==> src/rtl/sram_cpu_bridge.sv <==
// Single-word CPU bus master for the 48-bit SRAM controller, with per-access timeout.
// Define SRAM_BRIDGE_POSTED_WRITE_EN to ack writes early and run them in the background.
module sram_cpu_bridge #(
  parameter int TIMEOUT = 16
) (
  input  logic        clk,
  input  logic        rst,
  input  logic        cpu_stb,
  input  logic        cpu_we,
  input  logic [3:0]  cpu_sel,
  input  logic [31:0] cpu_addr,
  input  logic [31:0] cpu_din,
  output logic [31:0] cpu_dout,
  output logic        cpu_ack,
  output logic        cpu_err,
  output logic        mem_stb,
  output logic [31:0] mem_addr,
  output logic [5:0]  mem_we,
  output logic [47:0] mem_din,
  input  logic [47:0] mem_dout,
  input  logic        mem_nak,
  output logic        write_err
);

`ifdef SRAM_BRIDGE_POSTED_WRITE_EN
  localparam bit POSTED_EN = 1'b1;
`else
  localparam bit POSTED_EN = 1'b0;
`endif

  localparam logic [7:0] CNT_LAST = 8'(TIMEOUT - 1);

  typedef enum logic [1:0] {IDLE, ISSUE, BUSY, ERR} state_t;

  state_t      state_reg, state_next;
  logic [7:0]  cnt_reg, cnt_next;
  logic [31:0] cpu_dout_reg, cpu_dout_next;
  logic        cpu_ack_reg, cpu_ack_next;
  logic        cpu_err_reg, cpu_err_next;
  logic        mem_stb_reg, mem_stb_next;
  logic [31:0] mem_addr_reg, mem_addr_next;
  logic [5:0]  mem_we_reg, mem_we_next;
  logic [47:0] mem_din_reg, mem_din_next;
  logic        wr_reg, wr_next;
  logic        posted_reg, posted_next;
  logic        write_err_reg, write_err_next;
  logic        unused_bits;

  assign unused_bits = ^{mem_dout[47:32], cpu_addr[1:0]};

  always_ff @(posedge clk or posedge rst) begin
    if (rst) begin
      state_reg     <= IDLE;
      cnt_reg       <= '0;
      cpu_dout_reg  <= '0;
      cpu_ack_reg   <= 1'b0;
      cpu_err_reg   <= 1'b0;
      mem_stb_reg   <= 1'b0;
      mem_addr_reg  <= '0;
      mem_we_reg    <= '0;
      mem_din_reg   <= '0;
      wr_reg        <= 1'b0;
      posted_reg    <= 1'b0;
      write_err_reg <= 1'b0;
    end else begin
      state_reg     <= state_next;
      cnt_reg       <= cnt_next;
      cpu_dout_reg  <= cpu_dout_next;
      cpu_ack_reg   <= cpu_ack_next;
      cpu_err_reg   <= cpu_err_next;
      mem_stb_reg   <= mem_stb_next;
      mem_addr_reg  <= mem_addr_next;
      mem_we_reg    <= mem_we_next;
      mem_din_reg   <= mem_din_next;
      wr_reg        <= wr_next;
      posted_reg    <= posted_next;
      write_err_reg <= write_err_next;
    end
  end

  always_comb begin
    state_next     = state_reg;
    cnt_next       = cnt_reg;
    cpu_dout_next  = cpu_dout_reg;
    cpu_ack_next   = 1'b0;
    cpu_err_next   = 1'b0;
    mem_stb_next   = mem_stb_reg;
    mem_addr_next  = mem_addr_reg;
    mem_we_next    = mem_we_reg;
    mem_din_next   = mem_din_reg;
    wr_next        = wr_reg;
    posted_next    = posted_reg;
    write_err_next = write_err_reg;

    case (state_reg)
      IDLE: begin
        // A strobe seen during our own ack cycle belongs to the request just finished.
        if (cpu_stb && !cpu_ack_reg) begin
          mem_addr_next = {cpu_addr[31:2], 2'b00};
          mem_we_next   = cpu_we ? {2'b00, cpu_sel} : 6'd0;
          mem_din_next  = {16'h0000, cpu_din};
          wr_next       = cpu_we;
          mem_stb_next  = 1'b1;
          cnt_next      = '0;
          posted_next   = POSTED_EN && cpu_we;
          cpu_ack_next  = POSTED_EN && cpu_we;
          state_next    = ISSUE;
        end
      end
      ISSUE, BUSY: begin
        cnt_next = cnt_reg + 8'd1;
        if (state_reg == BUSY && !mem_nak) begin
          if (!wr_reg) cpu_dout_next = mem_dout[31:0];
          cpu_ack_next = !posted_reg;
          posted_next  = 1'b0;
          state_next   = IDLE;
        end else if (cnt_reg == CNT_LAST) begin
          // Background writes report through the sticky flag, never through the bus.
          mem_stb_next = 1'b0;
          if (posted_reg) begin
            write_err_next = 1'b1;
            posted_next    = 1'b0;
            state_next     = IDLE;
          end else begin
            state_next = ERR;
          end
        end else if (state_reg == ISSUE && mem_nak) begin
          mem_stb_next = 1'b0;
          state_next   = BUSY;
        end
      end
      ERR: begin
        cpu_ack_next = 1'b1;
        cpu_err_next = 1'b1;
        state_next   = IDLE;
      end
      default: state_next = IDLE;
    endcase
  end

  assign cpu_dout  = cpu_dout_reg;
  assign cpu_ack   = cpu_ack_reg;
  assign cpu_err   = cpu_err_reg;
  assign mem_stb   = mem_stb_reg;
  assign mem_addr  = mem_addr_reg;
  assign mem_we    = mem_we_reg;
  assign mem_din   = mem_din_reg;
  assign write_err = write_err_reg;

endmodule

==> config.mk <==
export PLATFORM = sky130hd
export DESIGN_NAME = sram_cpu_bridge
export DESIGN_NICKNAME = d
export VERILOG_FILES = /design/src/rtl/sram_cpu_bridge.sv
export SDC_FILE = /design/constraint.sdc
export NUM_CORES = 1
export LEC_CHECK = 0
export BUFFER_PORTS_ARGS = -buffer_cell sky130_fd_sc_hd__buf_2
export CAP_MARGIN = 25
export CORE_UTILIZATION = 25
export DETAILED_ROUTE_END_ITERATION = 12
export PLACE_DENSITY_LB_ADDON = 0.3
export SYNTH_ARGS = -nofsm -noshare
export SYNTH_HDL_FRONTEND = slang
export SYNTH_SLANG_ARGS = --single-unit
==> constraint.sdc <==
create_clock -name clk -period 8.03 [get_ports clk]
set_input_delay 1.606 -clock clk [delete_from_list [all_inputs] [get_ports clk]]
set_output_delay 1.606 -clock clk [all_outputs]
set_load 0.02 [all_outputs]
==> results of run 1 <==
[final cells by class]
class | instances | area, um^2 | share of cell area [%]
repair buffers | 207 | 1080 | 17.1
clock inverters | 7 | 76.3 | 1.21
inverters | 6 | 25.0 | 0.396
multi-input cells | 196 | 1790 | 28.3
clock buffers | 9 | 225 | 3.56
flip-flops and latches | 112 | 2800 | 44.3
well taps | 260 | 325 | 5.14
[worst paths after layout]
check / endpoint / slack (ps)
hold / removal: mem_we[2]$_DFFE_PP0P_ / 500
setup / recovery: mem_din[10]$_DFFE_PP0P_ / 5290
min in group asynchronous: mem_din[16]$_DFFE_PP0P_ / 1300
hold reg to reg: mem_we[2]$_DFFE_PP0P_ / 500
max in group asynchronous: cpu_dout[31]$_DFFE_PP0P_ / 5840
setup reg to reg: mem_din[10]$_DFFE_PP0P_ / 5710
[per-stage QoR]
stage | hold slack [ps] | cell area (um^2) | worst slack, ps
4_1_cts | 495 | 6280 | 4980
6_report | 496 | 6320 | 5290
3_3_place_gp | 467 | 5970 | 4650
3_5_place_dp | 476 | 5970 | 4580
5_1_grt | 510 | 6320 | 5200
2_1_floorplan | 472 | 4900 | 3460
[logic make-up (layout without fill, tap and decap cells)]
family	count (synthesis)	after routing	share of synthesized area, %
compound gates	30	30	4.00
flops	112	112	58.1
buf+inv	42	229	6.33
other cells	1	21	0.0778
simple gates	39	39	4.39
fa+ha+maj	5	5	1.30
mux	101	101	25.8
[Yosys cell counts]
master | number | share of area (%)
sky130_fd_sc_hd__dfrtp_1 | 112 | 58
sky130_fd_sc_hd__mux2_2 | 65 | 15
sky130_fd_sc_hd__mux2_4 | 30 | 9.3
sky130_fd_sc_hd__buf_4 | 21 | 3.3
sky130_fd_sc_hd__nand2_1 | 17 | 1.3
sky130_fd_sc_hd__buf_2 | 10 | 1.0
sky130_fd_sc_hd__o21ai_0 | 8 | 0.83
sky130_fd_sc_hd__a21oi_1 | 7 | 0.73
sky130_fd_sc_hd__inv_1 | 6 | 0.47
sky130_fd_sc_hd__ha_1 | 5 | 1.3
sky130_fd_sc_hd__mux2i_1 | 5 | 1.0
sky130_fd_sc_hd__a22o_1 | 4 | 0.73
sky130_fd_sc_hd__nand3_1 | 4 | 0.42
sky130_fd_sc_hd__nor2_1 | 4 | 0.31
sky130_fd_sc_hd__buf_12 | 3 | 1.2
sky130_fd_sc_hd__nor2b_1 | 2 | 0.26
sky130_fd_sc_hd__nor3_1 | 2 | 0.21
sky130_fd_sc_hd__o211ai_1 | 2 | 0.31
sky130_fd_sc_hd__o21ai_1 | 2 | 0.21
sky130_fd_sc_hd__a2111oi_0 | 1 | 0.18
sky130_fd_sc_hd__a211oi_1 | 1 | 0.16
sky130_fd_sc_hd__a21o_1 | 1 | 0.16
sky130_fd_sc_hd__a31oi_1 | 1 | 0.13
sky130_fd_sc_hd__and2_1 | 1 | 0.13
sky130_fd_sc_hd__and2b_1 | 1 | 0.16
sky130_fd_sc_hd__and3_4 | 1 | 0.23
sky130_fd_sc_hd__and3b_1 | 1 | 0.18
sky130_fd_sc_hd__buf_6 | 1 | 0.23
sky130_fd_sc_hd__clkbuf_1 | 1 | 0.078
sky130_fd_sc_hd__conb_1 | 1 | 0.078
sky130_fd_sc_hd__mux2_1 | 1 | 0.23
sky130_fd_sc_hd__nand2b_1 | 1 | 0.13
sky130_fd_sc_hd__nand3b_1 | 1 | 0.16
sky130_fd_sc_hd__nand4b_1 | 1 | 0.18
sky130_fd_sc_hd__nor2b_4 | 1 | 0.29
sky130_fd_sc_hd__nor3b_1 | 1 | 0.16
sky130_fd_sc_hd__nor4_2 | 1 | 0.26
sky130_fd_sc_hd__o21a_1 | 1 | 0.16
sky130_fd_sc_hd__o221a_2 | 1 | 0.23
sky130_fd_sc_hd__o2bb2ai_1 | 1 | 0.18
[power groups by stage]
stage          Clock [mW]  Sequential (mW)  Combinational (mW)
2_1_floorplan           0             1.30               0.563
3_3_place_gp            0            0.974                1.23
3_5_place_dp            0            0.987                1.26
4_1_cts             0.477            0.980                1.25
5_1_grt             0.498             1.01                1.33
6_report            0.453            0.977                1.24
[worst min-delay path, cell delays in order, from the launching register on]
cell	delay, ps
sky130_fd_sc_hd__dfrtp_1	360
sky130_fd_sc_hd__nand2_1	50
sky130_fd_sc_hd__o21ai_0	60
[layer usage]
layer	track usage, %	vias to the layer above
met5	0	-
met4	4.46	0
met3	3.09	13
met2	18.7	118
met1	11.8	1566
li1	-	1506
==> results, run 1 <==
- The run finished with clean final reports.
- Summing over every cut layer, the via total after detailed routing is 3203.
- The detail route stage leaves a number of antenna-violating nets equal to 0.
- The combinational fraction of design power is 46.4%.
- Summed over all cells, the static leakage comes to 3.15 nW.
- The global placement routability congestion is 0.712.
- The count of buffers from port buffering is 203.
- The max-slew violation total from the final report was 0.
- The final antenna diode count is 0.
- The overall power after layout is 2.67 mW.
- The start point of the worst min-delay path is mem_we[2]$_DFFE_PP0P_.
- The total half-perimeter wirelength after legalization and detailed placement is 7460 um.
- The power share of the clock group is 17.0%.
- On the worst path, the slowest cell contributes a delay of 640 ps.
- The post-CTS repair timing setup buffer count is 0.
- The routed wirelength normalized by instance count is 12.9 um.
- Hold repair after CTS inserted 0 buffers.
- In this run the critical register-to-register path is launched from state_reg[1]$_DFFE_PP0P_.
- The critical path goes through buf_2 > nand3b_1 > buf_4 > mux2_2.
- The count of unresolved DRC violations after routing is 0.
- For the worst flop-to-flop path, the logic depth is 5.
- Counting the buffers created by CTS gives 9.
- The clock tree synthesis step divided the H-tree into 3 levels.
- The maximum net fanout on the critical path is 72.
- For the final routed database, the setup TNS stands at 0 ps.
- In this run the power spent charging and discharging nets is 1.03 mW.
- The count of standard-cell rows is 50.
- The library cell used most frequently in the layout, excluding fill and tap cells, is sky130_fd_sc_hd__buf_2.
- The area overhead of the layout relative to synthesis is 31.1%.
- The launch point of the worst path is cpu_stb.
- 243 I/O pins were placed.
- The pin count of the biggest net entering global routing is 73.
- The critical path in this run is classified as input pin to flip-flop.
- The register bit total from synthesis is 112.
- The synthesis warning total is 0.
- Counting distinct cell types in the post-synthesis netlist gives 40.
- The final critical delay including setup and external delays is 2740 ps.
- The sequential share of the synthesized area is 58.1%.
- The cell type group with the largest total delay on the critical path is buffers and inverters.
- The top cell types in the final layout, fill and taps aside, are sky130_fd_sc_hd__buf_2, sky130_fd_sc_hd__dfrtp_1, sky130_fd_sc_hd__mux2_2.
- In this run the cell area of the synthesized design comes to 4820 um^2.
- The tree is rooted in a sky130_fd_sc_hd__clkbuf_16.
- The number of global-route vias before repair is 3249.
- Averaged over all synthesized cells, the footprint is 14.6 um^2.
- The buffers plus inverters on the worst setup path is 2.
- The first detailed-routing pass took 4 iterations.
- The later pin in the worst-skew pair is clocked with a latency of 350 ps.
- The number of gates resized after CTS was 0.
- Headroom to the max-slew limit came out at 39.5%.
- The final non-filler cell total is 797.
- The uppermost layer routed is met4.
- The remaining global-route overflow is 0.
- The global-route usage over all layers is 10.5%.
- Cells fill 33.6% of the core in the end.
- Synthesis handed over a netlist of 330 instances.
- Detailed routing placed a total of 593 um of wire on met3.
- The max-capacitance violation count is 0.
- The post-detailed-route via-to-cell ratio is 4.02.
- For the final database, setup skew stands at 7.11 ps.
- The critical path data arrival time is 2970 ps.
- Setup violations remaining at the end of the flow were counted as 0.
- The layout has 1932 filler cells.
- The routed wire length is 10300 um.
- STA classifies the critical path endpoint as a flip-flop.
- TritonCTS built the clock tree.
- CTS saw 112 sinks.
- For this design, the slowest cell found on the critical path is sky130_fd_sc_hd__buf_4.
- Setup repair after global routing left no endpoint under its margin.
- The core region is 18800 um^2.
- The peak clock frequency supported by timing is 365 MHz.
- After detailed placement, the design holds a cell count of 779.
- The final critical path takes up 34.1% of the cycle.
- The first global-routing pass estimated 16300 um of wire.
- The clock-pin slew on the worst setup and hold paths is 70 ps.
- In this run the power density over the cells is 421 nW/um^2.
- In the final routing, the length of wire on met1 measures 4200 um.
- Detailed routing placed a total of 5320 um of wire on met2.
- The initial antenna violation count is 0.
- The die covers 19800 um^2.
- The x dimension of the die is 141 um.
- The clock passes through at most 2 buffers.
- The number of cells on the worst hold path is 2.
- The worst voltage drop across the vdd grid is 0.123 mV.
- The number of hold-slack violations in the final timing report was 0.
- The starting density of the core is 25.6%.
- The worst hold path class is flip-flop to flip-flop.
- The critical path runs through a total of 4 cells.
- Net switching is 38.8% of the power.
- The first routing iteration left 72 violations.
- STA puts the critical path data required time at 8260 ps.
- The cell-internal power is 1.63 mW.
- In this run the vertical extent of the chip is 141 um.
- The number of nets in the finished design is 658.
- For the pin with the worst max-slew slack, the measured transition is 908 ps.
- Registers are responsible for 36.6% of the overall power.
- The category of the worst setup path launch point is an input pin.
- The post-route netlist has 60.3% of its cells at a drive strength greater than 1.
No activity file was read; power rests on OpenSTA's default activity.
==> run 2, diff against run 1 <==
- clock period: 8.03 -> 2.6 ns (I/O delays scaled with it)
==> run 2 against run 1 <==
Hold slack got worse by 420 ps. Sequential share of layout area down 0.28 points. Clock-buffer cell count increased by 2. Total power rose to 3.1 times the previous value. First-iteration DRC count rose by 32%. Final cell count rose by 0.88%. Critical path type is now flip-flop to flip-flop. Highest routed layer unchanged.
==> results, run 2 (same netlist as run 1, synthesis figures left out) <==
- The share of final-layout standard cells stronger than drive strength 1 is 60.7% (+0.33 points).
- The cell-internal power is 5.04 mW (+210%).
- The remaining global-route overflow is 0 (unchanged).
- The setup TNS after final layout is 0 ps (unchanged).
- The number of nets in the finished design is 665 (+1.1%).
- Setup repair after global routing left no endpoint under its margin.
- The clock net sink count is 112 (unchanged).
- The post-CTS resize count was 0 (unchanged).
- The combinational fraction of design power is 47.5% (+1.1 points).
- The floorplan die height was 141 um (unchanged).
- The I/O pin count was 243 (unchanged).
- The fraction of power consumed by sequential logic is 36.5% (about the same).
- The sum of routed wire segments on met1 is 4470 um (+6.6%).
- The maximum net fanout on the critical path is 32 (-56%).
- The transition time at the pin with the least slew margin is 617 ps (-291 ps).
- The worst-case reg-to-reg path depth is 6 (+1).
- The wire length of the first global-routing pass is 17400 um (+6.7%).
- The number of design-rule violations left by the first detailed-router iteration is 95 (+32%).
- The number of CTS-inserted buffers is 9 (unchanged).
- The most common library cell in the layout ignoring fill and taps is sky130_fd_sc_hd__buf_2.
- The worst clock skew is 6.96 ps (-0.146 ps).
- In the finished design, the share of the clock period the worst path needs comes to 74.3%.
- The run finished with clean final reports.
- The cell type group with the largest total delay on the critical path is simple AND/OR/NAND/NOR gates.
- The post-CTS repair timing setup buffer count came to 0 (unchanged).
- The number of hold-slack violations in the final timing report was 0 (unchanged).
- The routed length on met2 is 5660 um (+6.4%).
- The required time of the critical path is 2830 ps (-5430 ps).
- The critical path goes through inv_1 > ha_1 > nor2b_4 > and3b_2 > buf_12 > mux2_2.
- The maximum clock insertion buffer count is 2 (unchanged).
- The library cells used most frequently in the layout, excluding fill and tap cells, are sky130_fd_sc_hd__buf_2, sky130_fd_sc_hd__dfrtp_1, sky130_fd_sc_hd__mux2_2.
- The total number of H-tree levels is 3 (unchanged).
- The worst setup path is of the flip-flop to flip-flop kind.
- The number of gates on the worst path with buffers counted is 6 (+2).
- The pin count of the biggest net entering global routing is 67 (-8.2%).
- The switching fraction of total power is 39.2% (+0.40 points).
- The final critical delay including setup and external delays is 1930 ps.
- The routed wirelength normalized by instance count is 13.7 um (+6.4%).
- The area overhead of the layout relative to synthesis is 32.0%.
- The uppermost layer routed is met4.
- The insertion delay to the later sink of the worst-skew pair is 350 ps (about the same).
- The buffers plus inverters on the worst setup path is 2 (unchanged).
- The setup-violating endpoint count in the final report is 0 (unchanged).
- In this run the clock root is driven by a sky130_fd_sc_hd__clkbuf_16.
- The peak clock frequency supported by timing is 518 MHz.
- The length of the first detailed-routing pass in iterations is 4 (unchanged).
- The x dimension of the die is 141 um (unchanged).
- The worst slew slack as a fraction of its limit was 57.7% (+18 points).
- The total length of routed met3 wires was 678 um (+14%).
- The final design utilization is 33.8% (+0.21 points).
- The count of buffers from port buffering is 203 (unchanged).
- The final antenna diode count came to 0 (unchanged).
- The clock-pin slew on the worst setup and hold paths is 70 ps (about the same).
- The starting density of the core came to 25.6% (unchanged).
- The max-capacitance violation count is 0 (unchanged).
- The global-route usage over all layers is 11.2% (+0.64 points).
- The worst setup path is captured at a flip-flop.
- The critical path's largest stage delay is 400 ps (-240 ps).
- The count of unresolved DRC violations after routing came to 0 (unchanged).
- The initial antenna violation count is 0 (unchanged).
- TritonCTS built the clock tree.
- The max-slew violation total from the final report is 0 (unchanged).
- The count of standard-cell rows is 50 (unchanged).
- The number of global-route vias before repair was 3413 (+5.0%).
- The post-detailed-route via-to-cell ratio is 4.08 (+1.6%).
- The remaining number of nets flagged by the antenna check after routing came to 0 (unchanged).
- The leakage power summed over all cells is 3.16 nW (+0.49%).
- The area of the die is 19800 um^2 (unchanged).
- The critical path data arrival time is 2160 ps (-810 ps).
- The worst voltage drop across the vdd grid is 0.571 mV (+370%).
- The worst setup path is launched from a flip-flop.
- The global placement routability congestion is 0.761 (+6.9%).
- The number of hold buffers added after cts is 0 (unchanged).
- The routed wire length is 11000 um (+7.4%).
- The cell area power density is 1300 nW/um^2 (+210%).
- The total half-perimeter wirelength after legalization and detailed placement is 8210 um (+10%).
- The core area is 18800 um^2 (unchanged).
- The net load switching power was 3.24 mW (+210%).
- The overall via count from detail_route is 3283 (+2.5%).
- The power share of the clock group is 15.9% (-1.1 points).
- The critical-path cell with the highest stage delay is sky130_fd_sc_hd__dfrtp_1.
- The worst hold path class is input pin to asynchronous set/reset pin.
run 2: area by class of cell:
class                      count  area, um^2
fill                        1889       12500
sequential                   112        2800
multi-input combinational    196        1790
timing repair buffer         214        1140
tap                          260         325
clock buffer                  11         243
clock inverter                 5        40.0
inverter                       6        26.3
run 2: routing by layer:
metal  global-route usage, %  up-vias
met5                       0        -
met4                    4.86        0
met3                    2.89       14
met2                    19.8      138
met1                    12.6     1607
li1                        -     1524
run 2: final timing paths:
kind / end / slack [ps] / from
min: mem_din[26]$_DFFE_PP0P_ / 80 / rst
max: cpu_dout[28]$_DFFE_PP0P_ / 670 / state_reg[0]$_DFFE_PP0P_
max reg2reg: cpu_dout[28]$_DFFE_PP0P_ / 670 / state_reg[0]$_DFFE_PP0P_
min in group clk: mem_addr[4]$_DFFE_PP0P_ / 390 / cpu_addr[4]
max in group asynchronous: mem_din[30]$_DFFE_PP0P_ / 1770 / rst
min reg2reg: mem_we[1]$_DFFE_PP0P_ / 500 / mem_we[1]$_DFFE_PP0P_
run 2: power by group through the flow:
stage	combinational, mW	clock [mW]	sequential, mW
2_1_floorplan	1.74	0	4.00
3_3_place_gp	3.92	0	3.01
3_5_place_dp	3.99	0	3.05
4_1_cts	3.99	1.39	3.03
5_1_grt	4.22	1.45	3.14
6_report	3.94	1.32	3.02
run 2: metrics by stage:
step                      hold slack (ps)  instance area, um^2  setup WS, ps  power, mW  instances
after global placement                452                 6080           701       6.93        788
after CTS                            67.7                 6360           657       8.41        804
after floorplan                       472                 4900           723       5.74        350
after detailed placement              457                 6080           651       7.05        788
final                                78.5                 6360           669       8.28        804
after global routing                 69.6                 6360           567       8.81        804
==> run 3, diff against run 2 <==
- clock period: 2.6 -> 1.8 ns (I/O delays scaled with it)
==> run 3 against run 2 <==
Clock skew grew 4.2 ps. Hold slack gained 31 ps. Sequential cell count is the same. Via count grew 1.6%. Fmax grew 11%. Largest cell class unchanged. Combinational power grew 51%. Non-clock buffer count grew 13.
==> results, run 3 (same netlist as run 1, synthesis figures left out) <==
- The flow ran to the end, and the final reports show no timing, DRC or antenna violations.
- The kind of end point of the critical path is a flip-flop.
- The launch point of the worst path is state_reg[1]$_DFFE_PP0P_.
- The global placement routability congestion is 0.741 (-2.6%).
- The final design utilization came to 34.6% (+0.81 points).
- The share of the cycle needed by the critical path after routing came to 97.0% (+23 points).
- The worst register-to-register path ends at cpu_dout[18]$_DFFE_PP0P_.
- The category of the worst setup path launch point is a flip-flop.
- The routed wirelength normalized by instance count was 14.0 um (+1.6%).
- The final worst hold slack is 110 ps (+31.2 ps).
- The clock tree from TritonCTS is done.
- The worst slew slack as a fraction of its limit was 60.3% (+2.6 points).
- The count of standard-cell rows is 50 (unchanged).
- The required time of the critical path is 2030 ps (-800 ps).
- By startpoint and endpoint, the worst setup path is classified as flip-flop to flip-flop.
- The pin count of the biggest net entering global routing is 67 (unchanged).
- The overall via count from detail_route came to 3335 (+1.6%).
- The starting density of the core is 25.6% (unchanged).
- The worst clock skew is 11.2 ps (+4.22 ps).
- The area of all placed cells without fillers is 6520 um^2 (+2.4%).
- The peak clock frequency supported by timing is 572 MHz (+11%).
- The max-capacitance violation count is 0 (unchanged).
- The maximum net fanout on the critical path is 8 (-75%).
- The initial antenna violation count is 0 (unchanged).
- The total number of H-tree levels is 3 (unchanged).
- The number of hold buffers added after cts came to 0 (unchanged).
- The final critical delay including setup and external delays is 1750 ps (-184 ps).
- The wire length of the first global-routing pass came to 17500 um (+0.88%).
- The area overhead of the layout relative to synthesis is 35.1%.
- The routed wire length is 11400 um (+3.0%).
- The worst-case reg-to-reg path depth is 6 (unchanged).
- In the layout the commonest cells are sky130_fd_sc_hd__buf_2, sky130_fd_sc_hd__dfrtp_1, sky130_fd_sc_hd__mux2_2.
- The length of the first detailed-routing pass in iterations is 5 (+1).
- The number of global-route vias before repair is 3451 (+1.1%).
- The endpoint of the most critical setup path is cpu_dout[18]$_DFFE_PP0P_.
- The worst hold path class is input pin to asynchronous set/reset pin.
- The share of final-layout standard cells stronger than drive strength 1 is 62.2% (+1.5 points).
- The max-slew violation total from the final report came to 0 (unchanged).
- The total half-perimeter wirelength after legalization and detailed placement is 8280 um (+0.82%).
- The count of unresolved DRC violations after routing came to 0 (unchanged).
- The transition time at the pin with the least slew margin was 596 ps (-21.1 ps).
- The post-detailed-route via-to-cell ratio came to 4.09 (+0.21%).
- The overall power after layout came to 12.1 mW (+47%).
- The count of buffers from port buffering is 203 (unchanged).
- The number of CTS-inserted buffers is 9 (unchanged).
- The clock net sink count is 112 (unchanged).
- The placement-stage cell area came to 6150 um^2 (+1.1%).
- The startpoint of the worst register-to-register path is state_reg[1]$_DFFE_PP0P_.
- The setup TNS after final layout was 0 ps (unchanged).
- The leakage power summed over all cells is 3.24 nW (+2.6%).
- The I/O pin count was 243 (unchanged).
- The global-route usage over all layers was 11.3% (+0.079 points).
- The setup slack on the worst flop-to-flop path is 50 ps (-620 ps).
- The number of hold-slack violations in the final timing report is 0 (unchanged).
- The setup-violating endpoint count in the final report is 0 (unchanged).
- The remaining global-route overflow was 0 (unchanged).
- The cell area power density is 1860 nW/um^2 (+43%).
- The critical path data arrival time is 1970 ps (-190 ps).
- The x dimension of the die was 141 um (unchanged).
- The root buffer selected by CTS is sky130_fd_sc_hd__clkbuf_16.
- The number of nets in the finished design is 678 (+2.0%).
- The core area is 18800 um^2 (unchanged).
- The clock-pin slew on the worst setup and hold paths came to 70 ps (about the same).
- The remaining number of nets flagged by the antenna check after routing is 0 (unchanged).
- The area of the die was 19800 um^2 (unchanged).
- The maximum clock insertion buffer count is 2 (unchanged).
- The number of design-rule violations left by the first detailed-router iteration came to 73 (-23%).
- The insertion delay to the later sink of the worst-skew pair is 350 ps (about the same).
- The floorplan die height came to 141 um (unchanged).
- The final antenna diode count came to 0 (unchanged).
- The library cell used most frequently in the layout, excluding fill and tap cells, is sky130_fd_sc_hd__buf_2.
- The worst voltage drop across the vdd grid is 0.645 mV (+13%).
## run 3: cell types whose count changed in the layout (fill, tap and decap cells not counted), sizes merged
cell and delta:
buf +11, clkinv +1, clkinvlp -1
## run 3: worst min-delay path by stage
stage	to	slack, ps	cells past startpoint
CTS	mem_addr[18]$_DFFE_PP0P_	120	3
finish	mem_addr[18]$_DFFE_PP0P_	110	3
detailed placement	mem_we[0]$_DFFE_PP0P_	480	2
global route	mem_addr[18]$_DFFE_PP0P_	130	3
floorplan	wr_reg$_DFFE_PP0P_	470	1
global placement	mem_we[1]$_DFFE_PP0P_	480	2
## run 3: area by class of cell
type / count / area [um^2]
Clock inverter: 5 / 33.8
Fill cell: 1892 / 12300
Multi-Input combinational cell: 196 / 1800
Timing Repair Buffer: 227 / 1300
Sequential cell: 112 / 2800
Inverter: 6 / 26.3
Tap cell: 260 / 325
Clock buffer: 9 / 225
## run 3: per-stage QoR
stage / worst slack (ps) / std cells
6_report: 53.1 / 815
5_1_grt: -6.12 / 815
4_1_cts: 29.1 / 809
3_5_place_dp: -5.82 / 795
3_3_place_gp: 50.4 / 795
2_1_floorplan: 82.5 / 350
## run 3: what timing repair did
item                       CTS  global route
buffers inserted             0             3
gates cloned                 0             3
gates resized for setup      3             3
pin swaps                    0             0
setup endpoints to repair    2            58
## run 3: routing by layer
metal  wire length (um)  share of wire [%]  global-route usage (%)  up-vias
li1                   -                  -                       -     1540
met1               4750                 42                    12.9     1657
met2               5770                 51                    19.7      129
met3                674                5.9                    3.23        9
met4                170                1.5                    4.52        0
met5                  0                  0                       0        -
## run 3: power breakdown
group | internal, mW | total (mW) | leakage [nW] | switching (mW)
sequential | 3.74 | 4.37 | 1.37 | 0.622
combinational | 2.73 | 5.94 | 1.75 | 3.21
clock | 0.925 | 1.83 | 0.124 | 0.907
## run 3: worst max-delay path, stage by stage, from the launching register on
cell and delay [ps]:
sky130_fd_sc_hd__dfrtp_2 430, sky130_fd_sc_hd__inv_1 90, sky130_fd_sc_hd__ha_2 270, sky130_fd_sc_hd__and3b_2 230, sky130_fd_sc_hd__buf_12 140, sky130_fd_sc_hd__clkbuf_16 170
sky130_fd_sc_hd__mux2_4 300
